## src/rtl/boid_frame_sequencer_pkg.sv

```systemverilog
// Shared constants and FSM encoding for the boid display-update path.
// Package name is boid_pkg so the cursor overlay can import it without the sequencer.
package boid_pkg;

  localparam int DEFAULT_VIDEO_WIDTH  = 640;
  localparam int DEFAULT_VIDEO_HEIGHT = 480;
  localparam int DEFAULT_PIXEL_COUNT  = DEFAULT_VIDEO_WIDTH * DEFAULT_VIDEO_HEIGHT;
  localparam int DEFAULT_ADDR_WIDTH   = 19;
  localparam int DEFAULT_X_WIDTH      = 10;
  localparam int DEFAULT_Y_WIDTH      = 9;
  localparam int DEFAULT_STAT_WIDTH   = 16;

  typedef enum logic [1:0] {
    IDLE  = 2'd0,
    SWAP  = 2'd1,
    SCAN  = 2'd2,
    DRAIN = 2'd3
  } seq_state_t;

  // Index width for n channels; a single channel still needs a 1-bit index.
  function automatic int index_width(input int n);
    return (n > 1) ? $clog2(n) : 1;
  endfunction

endpackage

```

## src/rtl/boid_frame_sequencer_if.sv

```systemverilog
// Display-RAM write bus: bank swap strobe plus one pixel write per cycle.
interface boid_frame_sequencer_if
  import boid_pkg::*;
#(
  parameter int ADDR_WIDTH = DEFAULT_ADDR_WIDTH
);

  logic                  bank_swap;
  logic                  pix_we;
  logic [ADDR_WIDTH-1:0] pix_addr;

  modport master (output bank_swap, output pix_we, output pix_addr);
  modport slave  (input  bank_swap, input  pix_we, input  pix_addr);

endinterface

```

## src/rtl/boid_pixel_addr.sv

```systemverilog
// Registered coordinate-to-address stage with on-screen test; shared with the cursor overlay.
// pix address is only updated on an actual write so it holds between writes.
module boid_pixel_addr
  import boid_pkg::*;
#(
  parameter int VIDEO_WIDTH  = DEFAULT_VIDEO_WIDTH,
  parameter int VIDEO_HEIGHT = DEFAULT_VIDEO_HEIGHT,
  parameter int X_WIDTH      = DEFAULT_X_WIDTH,
  parameter int Y_WIDTH      = DEFAULT_Y_WIDTH,
  parameter int ADDR_WIDTH   = DEFAULT_ADDR_WIDTH
) (
  input  logic                  clock,
  input  logic                  reset,
  input  logic                  vld_p0,
  input  logic [X_WIDTH-1:0]    x_p0,
  input  logic [Y_WIDTH-1:0]    y_p0,
  input  logic                  valid_p0,
  output logic [ADDR_WIDTH-1:0] addr_p1,
  output logic                  in_bounds_p1,
  output logic                  we_p1,
  output logic                  vld_p1,
  output logic                  valid_p1
);

  logic [ADDR_WIDTH-1:0] addr_p0;
  logic                  in_bounds_p0;
  logic                  we_p0;

  assign in_bounds_p0 = (int'(x_p0) < VIDEO_WIDTH) && (int'(y_p0) < VIDEO_HEIGHT);
  assign we_p0        = vld_p0 && valid_p0 && in_bounds_p0;

  // 640 = 512 + 128, so the standard mode needs only two shifts and adds.
  generate
    if (VIDEO_WIDTH == 640) begin : g_shift
      assign addr_p0 = (ADDR_WIDTH'(y_p0) << 9) + (ADDR_WIDTH'(y_p0) << 7) + ADDR_WIDTH'(x_p0);
    end else begin : g_mul
      assign addr_p0 = ADDR_WIDTH'(y_p0) * ADDR_WIDTH'(VIDEO_WIDTH) + ADDR_WIDTH'(x_p0);
    end
  endgenerate

  // ---- stage p0 -> p1 ----
  always_ff @(posedge clock) begin
    if (reset) begin
      vld_p1  <= 1'b0;
      we_p1   <= 1'b0;
      addr_p1 <= '0;
    end else begin
      vld_p1 <= vld_p0;
      we_p1  <= we_p0;
      if (we_p0) begin
        addr_p1 <= addr_p0;
      end
    end
  end

  always_ff @(posedge clock) begin
    in_bounds_p1 <= in_bounds_p0;
    valid_p1     <= valid_p0;
  end

endmodule

```

## src/rtl/boid_frame_sequencer.sv

```systemverilog
// Per-frame boid plotter: snapshot all boids on screenEnd, swap the display bank,
// then stream one pixel write per valid on-screen boid, with clip/overrun/frame statistics.
module boid_frame_sequencer
  import boid_pkg::*;
#(
  parameter int MAX_BOIDS      = 4,
  parameter int BITS_FOR_BOIDS = index_width(MAX_BOIDS),
  parameter int VIDEO_WIDTH    = DEFAULT_VIDEO_WIDTH,
  parameter int VIDEO_HEIGHT   = DEFAULT_VIDEO_HEIGHT,
  parameter int X_WIDTH        = DEFAULT_X_WIDTH,
  parameter int Y_WIDTH        = DEFAULT_Y_WIDTH,
  parameter int ADDR_WIDTH     = DEFAULT_ADDR_WIDTH,
  parameter int STAT_WIDTH     = DEFAULT_STAT_WIDTH
) (
  input  logic                           clock,
  input  logic                           reset,
  input  logic                           screenEnd,
  input  logic [MAX_BOIDS*X_WIDTH-1:0]   boid_x,
  input  logic [MAX_BOIDS*Y_WIDTH-1:0]   boid_y,
  input  logic [MAX_BOIDS-1:0]           boid_valid,
  boid_frame_sequencer_if.master         pix,
  output logic                           busy,
  output logic                           frame_done,
  output logic [BITS_FOR_BOIDS:0]        clipped_count,
  output logic [STAT_WIDTH-1:0]          overrun_count,
  output logic [STAT_WIDTH-1:0]          frame_count
);

  localparam logic [BITS_FOR_BOIDS-1:0] LAST_INDEX = BITS_FOR_BOIDS'(MAX_BOIDS - 1);

  seq_state_t                     state;
  logic [BITS_FOR_BOIDS-1:0]      index;
  logic                           drain_tail;
  logic                           swap_pulse;
  logic [BITS_FOR_BOIDS:0]        clip_acc;
  logic [BITS_FOR_BOIDS:0]        clip_next;
  logic                           clip_hit;

  logic [MAX_BOIDS*X_WIDTH-1:0]   snap_x;
  logic [MAX_BOIDS*Y_WIDTH-1:0]   snap_y;
  logic [MAX_BOIDS-1:0]           snap_valid;

  logic                           vld_p0;
  logic [X_WIDTH-1:0]             x_p0;
  logic [Y_WIDTH-1:0]             y_p0;
  logic                           valid_p0;

  logic [ADDR_WIDTH-1:0]          addr_p1;
  logic                           in_bounds_p1;
  logic                           we_p1;
  logic                           vld_p1;
  logic                           valid_p1;

  function automatic logic [STAT_WIDTH-1:0] sat_inc(input logic [STAT_WIDTH-1:0] v);
    return (&v) ? v : v + 1'b1;
  endfunction

  // ---- stage p0: select the snapshot entry for the current scan index ----
  assign vld_p0   = (state == SCAN);
  assign x_p0     = snap_x[int'(index)*X_WIDTH +: X_WIDTH];
  assign y_p0     = snap_y[int'(index)*Y_WIDTH +: Y_WIDTH];
  assign valid_p0 = snap_valid[index];

  boid_pixel_addr #(
    .VIDEO_WIDTH  (VIDEO_WIDTH),
    .VIDEO_HEIGHT (VIDEO_HEIGHT),
    .X_WIDTH      (X_WIDTH),
    .Y_WIDTH      (Y_WIDTH),
    .ADDR_WIDTH   (ADDR_WIDTH)
  ) u_pixel_addr (
    .clock        (clock),
    .reset        (reset),
    .vld_p0       (vld_p0),
    .x_p0         (x_p0),
    .y_p0         (y_p0),
    .valid_p0     (valid_p0),
    .addr_p1      (addr_p1),
    .in_bounds_p1 (in_bounds_p1),
    .we_p1        (we_p1),
    .vld_p1       (vld_p1),
    .valid_p1     (valid_p1)
  );

  // ---- stage p1: retire writes and tally clipped boids ----
  assign clip_hit  = vld_p1 && valid_p1 && !in_bounds_p1;
  assign clip_next = clip_acc + (BITS_FOR_BOIDS+1)'(clip_hit);

  assign pix.bank_swap = swap_pulse;
  assign pix.pix_we    = we_p1;
  assign pix.pix_addr  = addr_p1;

  // DRAIN spans two cycles: the last write retires, then frame_done is presented
  // while still busy so a screenEnd in that cycle counts as an overrun.
  always_ff @(posedge clock) begin
    if (reset) begin
      state         <= IDLE;
      index         <= '0;
      drain_tail    <= 1'b0;
      swap_pulse    <= 1'b0;
      busy          <= 1'b0;
      frame_done    <= 1'b0;
      clip_acc      <= '0;
      clipped_count <= '0;
      overrun_count <= '0;
      frame_count   <= '0;
      snap_x        <= '0;
      snap_y        <= '0;
      snap_valid    <= '0;
    end else begin
      swap_pulse <= 1'b0;
      frame_done <= 1'b0;
      if (screenEnd && (state != IDLE)) begin
        overrun_count <= sat_inc(overrun_count);
      end
      if (clip_hit) begin
        clip_acc <= clip_next;
      end
      case (state)
        IDLE: begin
          if (screenEnd) begin
            snap_x     <= boid_x;
            snap_y     <= boid_y;
            snap_valid <= boid_valid;
            swap_pulse <= 1'b1;
            busy       <= 1'b1;
            state      <= SWAP;
          end
        end
        SWAP: begin
          index    <= '0;
          clip_acc <= '0;
          state    <= SCAN;
        end
        SCAN: begin
          if (index == LAST_INDEX) begin
            state <= DRAIN;
          end else begin
            index <= index + 1'b1;
          end
        end
        DRAIN: begin
          if (!drain_tail) begin
            drain_tail    <= 1'b1;
            frame_done    <= 1'b1;
            clipped_count <= clip_next;
            frame_count   <= frame_count + 1'b1;
          end else begin
            drain_tail <= 1'b0;
            busy       <= 1'b0;
            state      <= IDLE;
          end
        end
        default: state <= IDLE;
      endcase
    end
  end

endmodule

```

## src/flat_wrapper.sv

```systemverilog
// flat-port wrapper written by rule: the top's interface ports become plain ports
module boid_frame_sequencer_flat import boid_pkg::*;
#(
  parameter int MAX_BOIDS      = 4,
  parameter int BITS_FOR_BOIDS = index_width(MAX_BOIDS),
  parameter int VIDEO_WIDTH    = DEFAULT_VIDEO_WIDTH,
  parameter int VIDEO_HEIGHT   = DEFAULT_VIDEO_HEIGHT,
  parameter int X_WIDTH        = DEFAULT_X_WIDTH,
  parameter int Y_WIDTH        = DEFAULT_Y_WIDTH,
  parameter int ADDR_WIDTH     = DEFAULT_ADDR_WIDTH,
  parameter int STAT_WIDTH     = DEFAULT_STAT_WIDTH
)
  (clock, reset, screenEnd, boid_x, boid_y, boid_valid, busy, frame_done, clipped_count, overrun_count, frame_count, pix_bank_swap, pix_pix_we, pix_pix_addr);
  boid_frame_sequencer_if #(.ADDR_WIDTH(ADDR_WIDTH)) pix_i ();
  input  logic clock;
  input  logic reset;
  input  logic screenEnd;
  input  logic [MAX_BOIDS*X_WIDTH-1:0] boid_x;
  input  logic [MAX_BOIDS*Y_WIDTH-1:0] boid_y;
  input  logic [MAX_BOIDS-1:0] boid_valid;
  output logic busy;
  output logic frame_done;
  output logic [BITS_FOR_BOIDS:0] clipped_count;
  output logic [STAT_WIDTH-1:0] overrun_count;
  output logic [STAT_WIDTH-1:0] frame_count;
  output wire logic [$bits(pix_i.bank_swap)-1:0] pix_bank_swap;
  output wire logic [$bits(pix_i.pix_we)-1:0] pix_pix_we;
  output wire logic [$bits(pix_i.pix_addr)-1:0] pix_pix_addr;
  assign pix_bank_swap = pix_i.bank_swap;
  assign pix_pix_we = pix_i.pix_we;
  assign pix_pix_addr = pix_i.pix_addr;
  boid_frame_sequencer #(.MAX_BOIDS(MAX_BOIDS), .BITS_FOR_BOIDS(BITS_FOR_BOIDS), .VIDEO_WIDTH(VIDEO_WIDTH), .VIDEO_HEIGHT(VIDEO_HEIGHT), .X_WIDTH(X_WIDTH), .Y_WIDTH(Y_WIDTH), .ADDR_WIDTH(ADDR_WIDTH), .STAT_WIDTH(STAT_WIDTH)) u_core (.clock(clock), .reset(reset), .screenEnd(screenEnd), .boid_x(boid_x), .boid_y(boid_y), .boid_valid(boid_valid), .pix(pix_i), .busy(busy), .frame_done(frame_done), .clipped_count(clipped_count), .overrun_count(overrun_count), .frame_count(frame_count));
endmodule
```

## config.mk

```make
export PLATFORM = sky130hd
export DESIGN_NAME = boid_frame_sequencer_flat
export DESIGN_NICKNAME = d
export VERILOG_FILES = /design/src/rtl/boid_frame_sequencer_pkg.sv /design/src/rtl/boid_frame_sequencer_if.sv /design/src/rtl/boid_pixel_addr.sv /design/src/rtl/boid_frame_sequencer.sv /design/src/flat_wrapper.sv
export SDC_FILE = /design/constraint.sdc
export NUM_CORES = 1
export LEC_CHECK = 0
export ABC_CLOCK_PERIOD_IN_PS = 7270
export BUFFER_PORTS_ARGS = -buffer_cell sky130_fd_sc_hd__clkbuf_2
export CELL_PAD_IN_SITES_DETAIL_PLACEMENT = 0
export CELL_PAD_IN_SITES_GLOBAL_PLACEMENT = 1
export CORE_ASPECT_RATIO = 0.6
export CORE_UTILIZATION = 45
export CTS_BUF_LIST = sky130_fd_sc_hd__clkbuf_8
export CTS_CLUSTER_SIZE = 12
export DETAILED_ROUTE_END_ITERATION = 8
export GPL_TIMING_DRIVEN = 0
export PLACE_DENSITY = 0.85
export SLEW_MARGIN = 20
export SYNTH_ARGS = -nofsm -noshare
export SYNTH_HDL_FRONTEND = slang
export SYNTH_HIERARCHICAL = 1
export SYNTH_SLANG_ARGS = --single-unit
```

## constraint.sdc

```tcl
create_clock -name clock -period 7.27 [get_ports clock]
set_input_delay 2.181 -clock clock [delete_from_list [all_inputs] [get_ports clock]]
set_output_delay 2.181 -clock clock [all_outputs]
set_load 0.1 [all_outputs]
```

==> results of run 1 <==
[where the power goes]
part	switching (mW)	internal, mW
registers	0.0562	0.905
logic	0.403	0.201
clock network	0.376	0.258
[Yosys cell counts (all sizes together) (3+ instances only)]
library cell  number  area (um2)
a211oi             3       27.52
a21oi            119       595.6
and2               5       33.78
and3               3       18.77
and4               3       26.28
and4b              3       30.03
buf                7       31.28
clkbuf            41       153.9
dfxtp            149        2983
ha                27       337.8
inv               15       56.30
mux2i              6       60.06
mux4              20       450.4
nand2            206       773.2
nand3             18       95.09
nand3b             3       22.52
nand4              9       56.30
nor2              27       101.4
nor2b              8       50.05
nor3              16       80.08
nor4               5       37.53
o21a               5       37.54
o21ai             14       70.06
o31ai              9       67.56
or3                5       32.53
or4               10       75.07
xnor2              3       26.28
xor2              10       87.58
[critical path, stage by stage, from the launching register on]
cell and delay [ns]:
dfxtp_1 0.44, buf_1 0.66, clkbuf_1 0.59, mux4_2 0.46
inv_1 0.09, fa_1 0.45, fa_1 0.46, nor2b_1 0.17
o21a_1 0.19, o21bai_1 0.10, a2111o_1 0.42, nand3_1 0.08
[metal layers]
layer  wire (um)  GRT usage [%]  share of wire [%]
met5           0              0                  0
met4         143          5.529               0.76
met3        1174          4.524                6.3
met2        7317          35.01                 39
met1       10140          39.79                 54
[registers in the layout, summed over array words and instances (netlist names), 2 cells and up]
name,cells
u_core/clip_acc,3
u_core/clipped_count,3
u_core/frame_count,16
u_core/index,2
u_core/overrun_count,16
u_core/snap_valid,4
u_core/snap_x,40
u_core/snap_y,36
u_core/state,2
u_core/u_pixel_addr/addr_p1,19
[worst paths after layout]
check | endpoint | depth (start not counted)
hold / removal | u_core/u_pixel_addr/addr_p1[13] | 2
setup / recovery | u_core/u_pixel_addr/addr_p1[14] | 11
hold reg to reg | u_core/u_pixel_addr/addr_p1[13] | 2
setup reg to reg | u_core/u_pixel_addr/addr_p1[14] | 11
[layout make-up]
| type | instances | area, um2 |
|---|---|---|
| Tap cell | 198 | 247.7 |
| Sequential cell | 149 | 2983 |
| Inverter | 15 | 56.30 |
| Clock buffer | 17 | 234.0 |
| Buffer | 48 | 185.2 |
| Timing Repair Buffer | 140 | 700.7 |
| Clock inverter | 15 | 155.1 |
| Fill cell | 1370 | 6491 |
| Multi-Input combinational cell | 563 | 3453 |
[per-stage QoR]
| stage | area [um2] | std cells | setup WS (ns) |
|---|---|---|---|
| floorplan | 6678 | 775 | 3.795 |
| global placement | 7626 | 1113 | 3.122 |
| detailed placement | 7626 | 1113 | 3.127 |
| CTS | 8015 | 1145 | 3.095 |
| global route | 8015 | 1145 | 2.809 |
| finish | 8015 | 1145 | 3.095 |
[cell families (layout without fill, tap and decap cells)]
group / after synthesis / in the layout
buf+inv: 63 / 235
mux: 28 / 28
xor+xnor: 13 / 13
simple gates: 328 / 328
flops: 149 / 149
compound gates: 165 / 165
fa+ha+maj: 29 / 29
==> flow_summary.yaml, run 1 <==
outcome:
  status: "finished, final reports clean"
yosys:
  syn_avg_cell_area_um2: 8.616
  synthAdderAreaFrac_pct: 5.659
  yosysUniqueCellTypes: 54
  synthCells: 775
  synth_xor_area_share_pct: 1.705
  synth_compound_area_share_pct: 14.15
  syn-num-nets: 887
  yosys_warnings: 6
  synth_top_flop_cell: "dfxtp_1"
  synth_simple_gate_area_share_pct: 22.22
  synth_edf_count: 0
  synth-seq-cells: 149
  async_flop_share_pct: 0
  yosysSeqAreaShare_pct: 44.67
  synth.area.mux_share_pct: 7.982
  netlist_area_mm2: 0.006678
  synth_top_family_by_area: "simple AND/OR/NAND/NOR gates"
clock_tree:
  postCtsHoldBufs: 0
  clock_latency_ns: 0.46
  clkSlewWorstSetupHoldPaths_ns: 0.09
  clk_path_buf_depth: 2
  cts_setup_buffers: 0
  clock_sinks: 149
  cts_tree: "built"
  h-tree-depth: 4
  ctsResizeCount: 0
  cts_buffers: 17
  root_buffer: "clkbuf_8"
sta:
  rsz0062_at_grt: "false"
  hold_violations: 0
  maxSlewHeadroom_pct: 42.29
  fmax_ghz: 0.2395
  tightestPinTransition_ns: 0.8657
  post-route-min-period_ns: 4.175
  hold_ws_ns: 0.4558
  fin_crit_sh_pct: 57.43
  setup_tns_ns: 0
  drv_slew: 0
  timing.final.setup_violations: 0
  fin_worst_skew_ns: 0.01695
setup_path:
  r2r_start: "u_core/index[1]"
  worstSetupEndpointType: "register"
  r2r_slack_ns: 3.10
  cp-start-kind: "register"
  worstSetupPathType: "reg2reg"
  path_max_fanout: 10
  required_ns: 7.67
  cp-startpoint: "u_core/index[1]"
  crit_arrival_ns: 4.57
floorplanning:
  start_util_pct: 46.03
  num_rows: 34
  die-width_um: 159.3
  die_area_mm2: 0.01535
  coreArea_mm2: 0.01451
  ios: 141
  die_y_um: 96.36
detailed_routing:
  wl_mm: 18.78
  wire_per_inst_um: 16.40
  viasPerCell: 5.350
  drtAntennaViolNets: 0
  vias: 6126
  drc: 0
  drt-pass1-iter-count: 5
  drt_iter0_drc: 452
global_route:
  grt_pass1_wl_mm: 29.28
  grt_max_degree: 18
  first_global_vias: 5391
  antenna_found_initial: 0
  grt_overflow_total: 0
  grt_usage_pct: 25.31
layout:
  syn_to_final_growth_pct: 20.03
  layout_common_cells: "nand2_1 (206), dfxtp_1 (149), clkbuf_2 (140)"
  diodes: 0
  final_common_cell: "nand2_1"
  fin_util_pct: 55.25
  final_nets: 1046
  drive_above_1_share_pct: 21.75
power:
  p_leak_nw: 3.199
  power_mw: 2.199
  vdd_ir_drop_max_mv: 0.1319
  p_per_area_mw_per_mm2: 274.4
placed_design:
  hpwl_mm: 14.33
  gp_routability_congestion: 0.8483
  port_buffers: 140
min_path:
  worstHoldPathType: "reg2reg"
  hp-start: "u_core/u_pixel_addr/addr_p1[13]"
run:
  drv_cap: 0
Power figures use the tool's default switching activity.
==> run 2, diff against run 1 <==
--- a/config.mk
+++ b/config.mk
@@ -5,17 +5,18 @@
 export SDC_FILE = /design/constraint.sdc
 export NUM_CORES = 1
 export LEC_CHECK = 0
-export ABC_CLOCK_PERIOD_IN_PS = 7270
+export ABC_AREA = 1
+export ABC_CLOCK_PERIOD_IN_PS = 3500
 export BUFFER_PORTS_ARGS = -buffer_cell sky130_fd_sc_hd__clkbuf_2
 export CELL_PAD_IN_SITES_DETAIL_PLACEMENT = 0
 export CELL_PAD_IN_SITES_GLOBAL_PLACEMENT = 1
 export CORE_ASPECT_RATIO = 0.6
-export CORE_UTILIZATION = 45
+export CORE_UTILIZATION = 36
 export CTS_BUF_LIST = sky130_fd_sc_hd__clkbuf_8
 export CTS_CLUSTER_SIZE = 12
 export DETAILED_ROUTE_END_ITERATION = 8
 export GPL_TIMING_DRIVEN = 0
-export PLACE_DENSITY = 0.85
+export PLACE_DENSITY = 0.76
 export SLEW_MARGIN = 20
 export SYNTH_ARGS = -nofsm -noshare
 export SYNTH_HDL_FRONTEND = slang
==> constraint.sdc (replaced) <==
create_clock -name clock -period 3.5 [get_ports clock]
set_input_delay 1.05 -clock clock [delete_from_list [all_inputs] [get_ports clock]]
set_output_delay 1.05 -clock clock [all_outputs]
set_load 0.1 [all_outputs]
==> run 2 against run 1 <==
Clock skew is 0.0020 ns higher. Synthesized cell count is 34% higher. Via count is 13% higher. Flip-flop and latch count stayed put. Highest routed layer unchanged. Largest power group is now combinational logic. Clock power is 130% higher. Sequential share of layout area is 2.3 points lower. Routed wire length is 14% higher.
==> flow_summary.yaml, run 2 <==
global_route:
  grt_usage_pct: 22.15
  grt_pass1_wl_mm: 34.27
  first_global_vias: 6359
  grt_max_degree: 17
  antenna_found_initial: 0
  grt_overflow_total: 0
sta:
  fin_worst_skew_ns: 0.01892
  drv_slew: 0
  timing.final.setup_violations: 0
  fin_crit_sh_pct: 93.05
  post-route-min-period_ns: 3.257
  layout_setup_ws_ns: 0.2434
  hold_violations: 0
  tightestPinTransition_ns: 0.7298
  fmax_ghz: 0.3071
  hold_ws_ns: 0.4696
  maxSlewHeadroom_pct: 51.35
detailed_routing:
  drt-pass1-iter-count: 5
  wire_per_inst_um: 14.51
  drtAntennaViolNets: 0
  wl_mm: 21.46
  drt_iter0_drc: 577
  drc: 0
  vias: 6943
  viasPerCell: 4.694
floorplanning:
  ios: 141
  num_rows: 39
  start_util_pct: 36.94
  coreArea_mm2: 0.01913
  die_y_um: 110.5
  die_area_mm2: 0.02021
  die-width_um: 182.9
clock_tree:
  cts_tree: "built"
  clock_latency_ns: 0.46
  postCtsHoldBufs: 0
  h-tree-depth: 4
  clock_sinks: 149
  clkSlewWorstSetupHoldPaths_ns: 0.09
  root_buffer: "clkbuf_8"
  cts_buffers: 17
  clk_path_buf_depth: 2
yosys:
  netlist_area_mm2: 0.007067
  synth-seq-cells: 149
  synth_top_flop_cell: "dfxtp_1"
  synth_area_leaders: "dfxtp_1 (42%), nor2_1 (16%), o21ai_0 (9.9%)"
  yosysMostFrequentCell: "nor2_1"
  syn-num-nets: 1153
  yosys_warnings: 6
  async_flop_share_pct: 0
  yosysSeqAreaShare_pct: 42.21
  yosysUniqueCellTypes: 29
  synth_top_cell_by_area: "dfxtp_1"
  synth_top_area_share_pct: 42.21
  synthCells: 1041
  ys_top_cells_by_count: "nor2_1 (293), nand2_1 (169), dfxtp_1 (149)"
  synth_edf_count: 0
  syn_avg_cell_area_um2: 6.788
setup_path:
  rr_worst_depth: 15
  cp.depth: 15
  required_ns: 3.85
  crit_path_max_incr_delay_ns: 0.52
  crit_arrival_ns: 3.61
  path_buf_inv: 5
  slowest_stage: "fa_1"
  worstSetupEndpointType: "register"
  worstSetupPathType: "reg2reg"
  path_max_fanout: 10
  crit_chain: "clkbuf_1 > clkbuf_2 > o21ai_0 > o22ai_1 > inv_1 > fa_1 > fa_1 > inv_1 > nand3_1 > nand2_1 > nand2_1 > nand3_1 > nand3_1 > nand2_1 > inv_1"
  cp-start-kind: "register"
  cp_top_family: "adder cells"
run:
  drv_cap: 0
placed_design:
  port_buffers: 140
  place_area_mm2: 0.008100
  hpwl_mm: 16.76
  gp_routability_congestion: 0.8745
  place_ws_ns: 0.1051
layout:
  diodes: 0
  largest_register_ffs: 40
  fin_area_mm2: 0.008546
  final_common_cell: "nor2_1"
  syn_to_final_growth_pct: 20.93
  regMostFlops: "u_core/snap_x"
  drive_above_1_share_pct: 16.98
  top_regs: "u_core/snap_x (40), u_core/snap_y (36), u_core/u_pixel_addr/addr_p1 (19)"
  final_nets: 1312
  layout_common_cells: "nor2_1 (293), nand2_1 (169), dfxtp_1 (149)"
min_path:
  worstHoldPathType: "reg2reg"
  holdPathStages: 2
power:
  vdd_ir_drop_max_mv: 0.3181
  p_leak_nw: 3.941
  p_per_area_mw_per_mm2: 758.6
outcome:
  status: "finished, final reports clean"
run 2: cell count changes after synthesis, sizes merged, moves of 10 or more:
cell,delta
o21ai,+134
inv,+70
nand2,-37
nor3,-12
nand3,+17
mux4,-20
nor2,+272
or4,-10
a21oi,-80
o22ai,+20
run 2: cells by family (layout without fill, tap and decap cells):
group / Yosys count / count (layout) / synth area share (%)
and+or+nand+nor: 517 / 517 / 29.05
DFF: 149 / 149 / 42.21
buffers and inverters: 134 / 306 / 7.631
xor gates and xnor gates: 3 / 3 / 0.3719
AOI/OAI and AO/OA: 209 / 209 / 15.39
adders and majority gates: 29 / 29 / 5.347
run 2: layer usage:
layer	part of all wire [%]	wire, um	global-route usage, %
met1	56	12110	37.17
met2	36	7697	27.56
met3	6.9	1477	4.090
met4	0.80	172	5.167
met5	0	0	0
run 2: area by class of cell:
class	count	area (um2)
inverters	86	325.3
plain buffers	48	221.5
clock inverters	15	185.2
well taps	266	332.8
fillers	2114	10580
multi-input cells	758	3563
flip-flops and latches	149	2983
repair buffers	140	700.7
clock buffers	17	234.0
run 2: worst register-to-register path, delay by kind of cell (launching register included):
family                     cells  cell delay, ns
AOI/OAI and AO/OA              2            0.51
adders and majority gates      2            1.00
buffers and inverters          5            0.80
DFF                            1            0.34
and+or+nand+nor                6            0.52
run 2: metrics by stage:
step / util [%] / total power [mW] / std cells / setup TNS, ns
after global placement: 42.35 / 5.004 / 1447 / 0
after detailed placement: 42.35 / 5.017 / 1447 / 0
after CTS: 44.54 / 6.475 / 1479 / 0
final: 44.68 / 6.482 / 1479 / 0
after floorplan: - / 4.250 / 1041 / 0
after global routing: 44.68 / 6.991 / 1479 / -0.02398
run 2: repair_timing:
| action | CTS | global route |
|---|---|---|
| resized for setup | 0 | 16 |
| setup buffers | 0 | 0 |
| endpoints found under the setup margin | 0 | 8 |
run 2: final timing paths:
check	from	to	slack, ns
min	u_core/u_pixel_addr/addr_p1[1]	u_core/u_pixel_addr/addr_p1[1]	0.47
max	u_core/index[0]	u_core/u_pixel_addr/addr_p1[16]	0.24
max reg2reg	u_core/index[0]	u_core/u_pixel_addr/addr_p1[16]	0.24
min reg2reg	u_core/u_pixel_addr/addr_p1[1]	u_core/u_pixel_addr/addr_p1[1]	0.47
run 2: where the power goes:
part,total [mW],switching [mW],internal (mW)
registers,2.26,0.226,2.04
clock network,1.43,0.761,0.669
logic,2.79,1.97,0.816
total,6.48,2.96,3.52
==> run 3, diff against run 2 <==
--- a/config.mk
+++ b/config.mk
@@ -11,12 +11,12 @@
 export CELL_PAD_IN_SITES_DETAIL_PLACEMENT = 0
 export CELL_PAD_IN_SITES_GLOBAL_PLACEMENT = 1
 export CORE_ASPECT_RATIO = 0.6
-export CORE_UTILIZATION = 36
-export CTS_BUF_LIST = sky130_fd_sc_hd__clkbuf_8
+export CORE_UTILIZATION = 35
+export CTS_CLUSTER_DIAMETER = 150
 export CTS_CLUSTER_SIZE = 12
 export DETAILED_ROUTE_END_ITERATION = 8
 export GPL_TIMING_DRIVEN = 0
-export PLACE_DENSITY = 0.76
+export PLACE_DENSITY = 0.74
 export SLEW_MARGIN = 20
 export SYNTH_ARGS = -nofsm -noshare
 export SYNTH_HDL_FRONTEND = slang
==> run 3 against run 2 <==
Clock skew down 0.0074 ns. Clock power up 26%. Worst hold slack worse by 0.0056 ns. Power up 5.6%. Flip-flop and latch count unchanged. Sequential share of layout area down 0.60 points. Combinational power about the same. Final cell count unchanged. Final area up 1.8%. Largest cell class unchanged.
==> flow_summary.yaml, run 3 (synthesis gave the netlist of run 2 again) <==
floorplanning:
  die_y_um: 112.1
  die_area_mm2: 0.02078
  num_rows: 39
  coreArea_mm2: 0.01937
  ios: 141
  die-width_um: 185.4
  start_util_pct: 36.48
detailed_routing:
  wl_mm: 21.57
  vias: 6899
  drtAntennaViolNets: 0
  wire_per_inst_um: 14.58
  drt-pass1-iter-count: 5
  drt_iter0_drc: 480
  viasPerCell: 4.665
  drc: 0
placed_design:
  place_area_mm2: 0.008100
  hpwl_mm: 16.90
  port_buffers: 140
  gp_routability_congestion: 0.8395
  placed_cells: 1447
global_route:
  grt_usage_pct: 21.37
  grt_pass1_wl_mm: 33.47
  antenna_found_initial: 0
  grt_max_degree: 17
  grt_overflow_total: 0
  first_global_vias: 6087
setup_path:
  rr_worst_depth: 15
  worstSetupPathType: "reg2reg"
  required_ns: 3.82
  cp-start-kind: "register"
  path_max_fanout: 10
  worstSetupEndpointType: "register"
  crit_arrival_ns: 3.55
sta:
  hold_violations: 0
  hold_ws_ns: 0.4640
  fin_crit_sh_pct: 92.13
  timing.final.setup_violations: 0
  fin_worst_skew_ns: 0.01151
  rsz0062_at_grt: "false"
  maxSlewHeadroom_pct: 56.68
  fmax_ghz: 0.3101
  drv_slew: 0
  post-route-min-period_ns: 3.224
  setup_tns_ns: 0
  tightestPinTransition_ns: 0.6498
clock_tree:
  cts_tree: "built"
  cts_buffers: 17
  root_buffer: "clkbuf_16"
  clock_latency_ns: 0.43
  clock_sinks: 149
  cts_setup_buffers: 0
  clk_path_buf_depth: 2
  h-tree-depth: 4
  clkSlewWorstSetupHoldPaths_ns: 0.07
layout:
  n_fill_cell: 2110
  regMostFlops: "u_core/snap_x"
  fin_cells: 1479
  final_common_cell: "nor2_1"
  diodes: 0
  fin_area_mm2: 0.008696
  layout_common_cells: "nor2_1 (293), nand2_1 (169), dfxtp_1 (149)"
  largest_register_ffs: 40
  top_regs: "u_core/snap_x (40), u_core/snap_y (36), u_core/u_pixel_addr/addr_p1 (19)"
  drive_above_1_share_pct: 16.90
  final_nets: 1312
  syn_to_final_growth_pct: 23.05
min_path:
  worstHoldPathType: "reg2reg"
  holdPathStages: 2
power:
  vdd_ir_drop_max_mv: 0.3739
  p_per_area_mw_per_mm2: 787.1
  p_leak_nw: 3.994
  power_mw: 6.845
run:
  drv_cap: 0
outcome:
  status: "finished, final reports clean"
==> run 3: cell count changes in the layout (fill, tap and decap cells not counted) <==
| cell | previous run | this run |
|---|---|---|
| clkinvlp_4 | 0 | 4 |
| clkbuf_1 | 29 | 30 |
| buf_2 | 10 | 9 |
| inv_6 | 7 | 5 |
| o21ai_1 | 7 | 9 |
| o21ai_0 | 140 | 138 |
| clkbuf_16 | 0 | 17 |
| bufinv_16 | 2 | 1 |
| inv_8 | 3 | 2 |
| clkinv_2 | 1 | 2 |
| clkbuf_8 | 17 | 0 |
| clkinv_8 | 1 | 0 |
==> run 3: worst paths after layout <==
check,startpoint,endpoint,slack [ns]
setup / recovery,u_core/index[0],u_core/u_pixel_addr/addr_p1[16],0.28
hold / removal,u_core/u_pixel_addr/addr_p1[0],u_core/u_pixel_addr/addr_p1[0],0.46
setup reg to reg,u_core/index[0],u_core/u_pixel_addr/addr_p1[16],0.28
hold reg to reg,u_core/u_pixel_addr/addr_p1[0],u_core/u_pixel_addr/addr_p1[0],0.46
==> run 3: stage by stage <==
stage,setup slack (ns),utilization [%]
after floorplan,0.6539,-
after global placement,0.1403,41.81
after detailed placement,0.1250,41.81
after CTS,0.1095,44.76
after global routing,0.01893,44.89
final,0.2756,44.89
==> run 3: layout make-up <==
class	count	area (um2)	area share, %
clock inverter	15	145.1	1.669
buffer	48	220.2	2.532
tap	266	332.8	3.827
inverter	86	325.3	3.741
sequential	149	2983	34.30
multi-input combinational	758	3563	40.98
clock buffer	17	425.4	4.892
timing repair buffer	140	700.7	8.058
==> run 3: what timing repair did <==
action,4_1_cts,5_1_grt
gates resized for setup,0,15
hold buffers,0,0
endpoints found under the setup margin,0,7
==> run 3: critical path, stage by stage, from the launching register on <==
cell and delay [ns]:
dfxtp_1 0.33, clkbuf_1 0.27, clkbuf_2 0.33, nor2_1 0.12, o22ai_1 0.33, inv_1 0.11
fa_1 0.50, fa_1 0.47, inv_1 0.09, nand3_1 0.06, nand2_1 0.15, nand2_1 0.09
nand3_1 0.07, nand3_1 0.09, nand2_1 0.07, inv_1 0.03
==> run 3: per-layer routing <==
layer	vias up	part of all wire, %	routed length (um)	global-route usage, %
li1	3662	-	-	-
met1	3025	59	12690	36.03
met2	202	34	7382	25.32
met3	10	6.2	1342	5.386
met4	0	0.70	151	4.793
met5	-	0	0	0
==> run 3: power breakdown <==
group,internal (mW),total (mW),switching (mW)
Sequential,2.04,2.27,0.227
Combinational,0.815,2.78,1.97
Clock,0.996,1.80,0.801
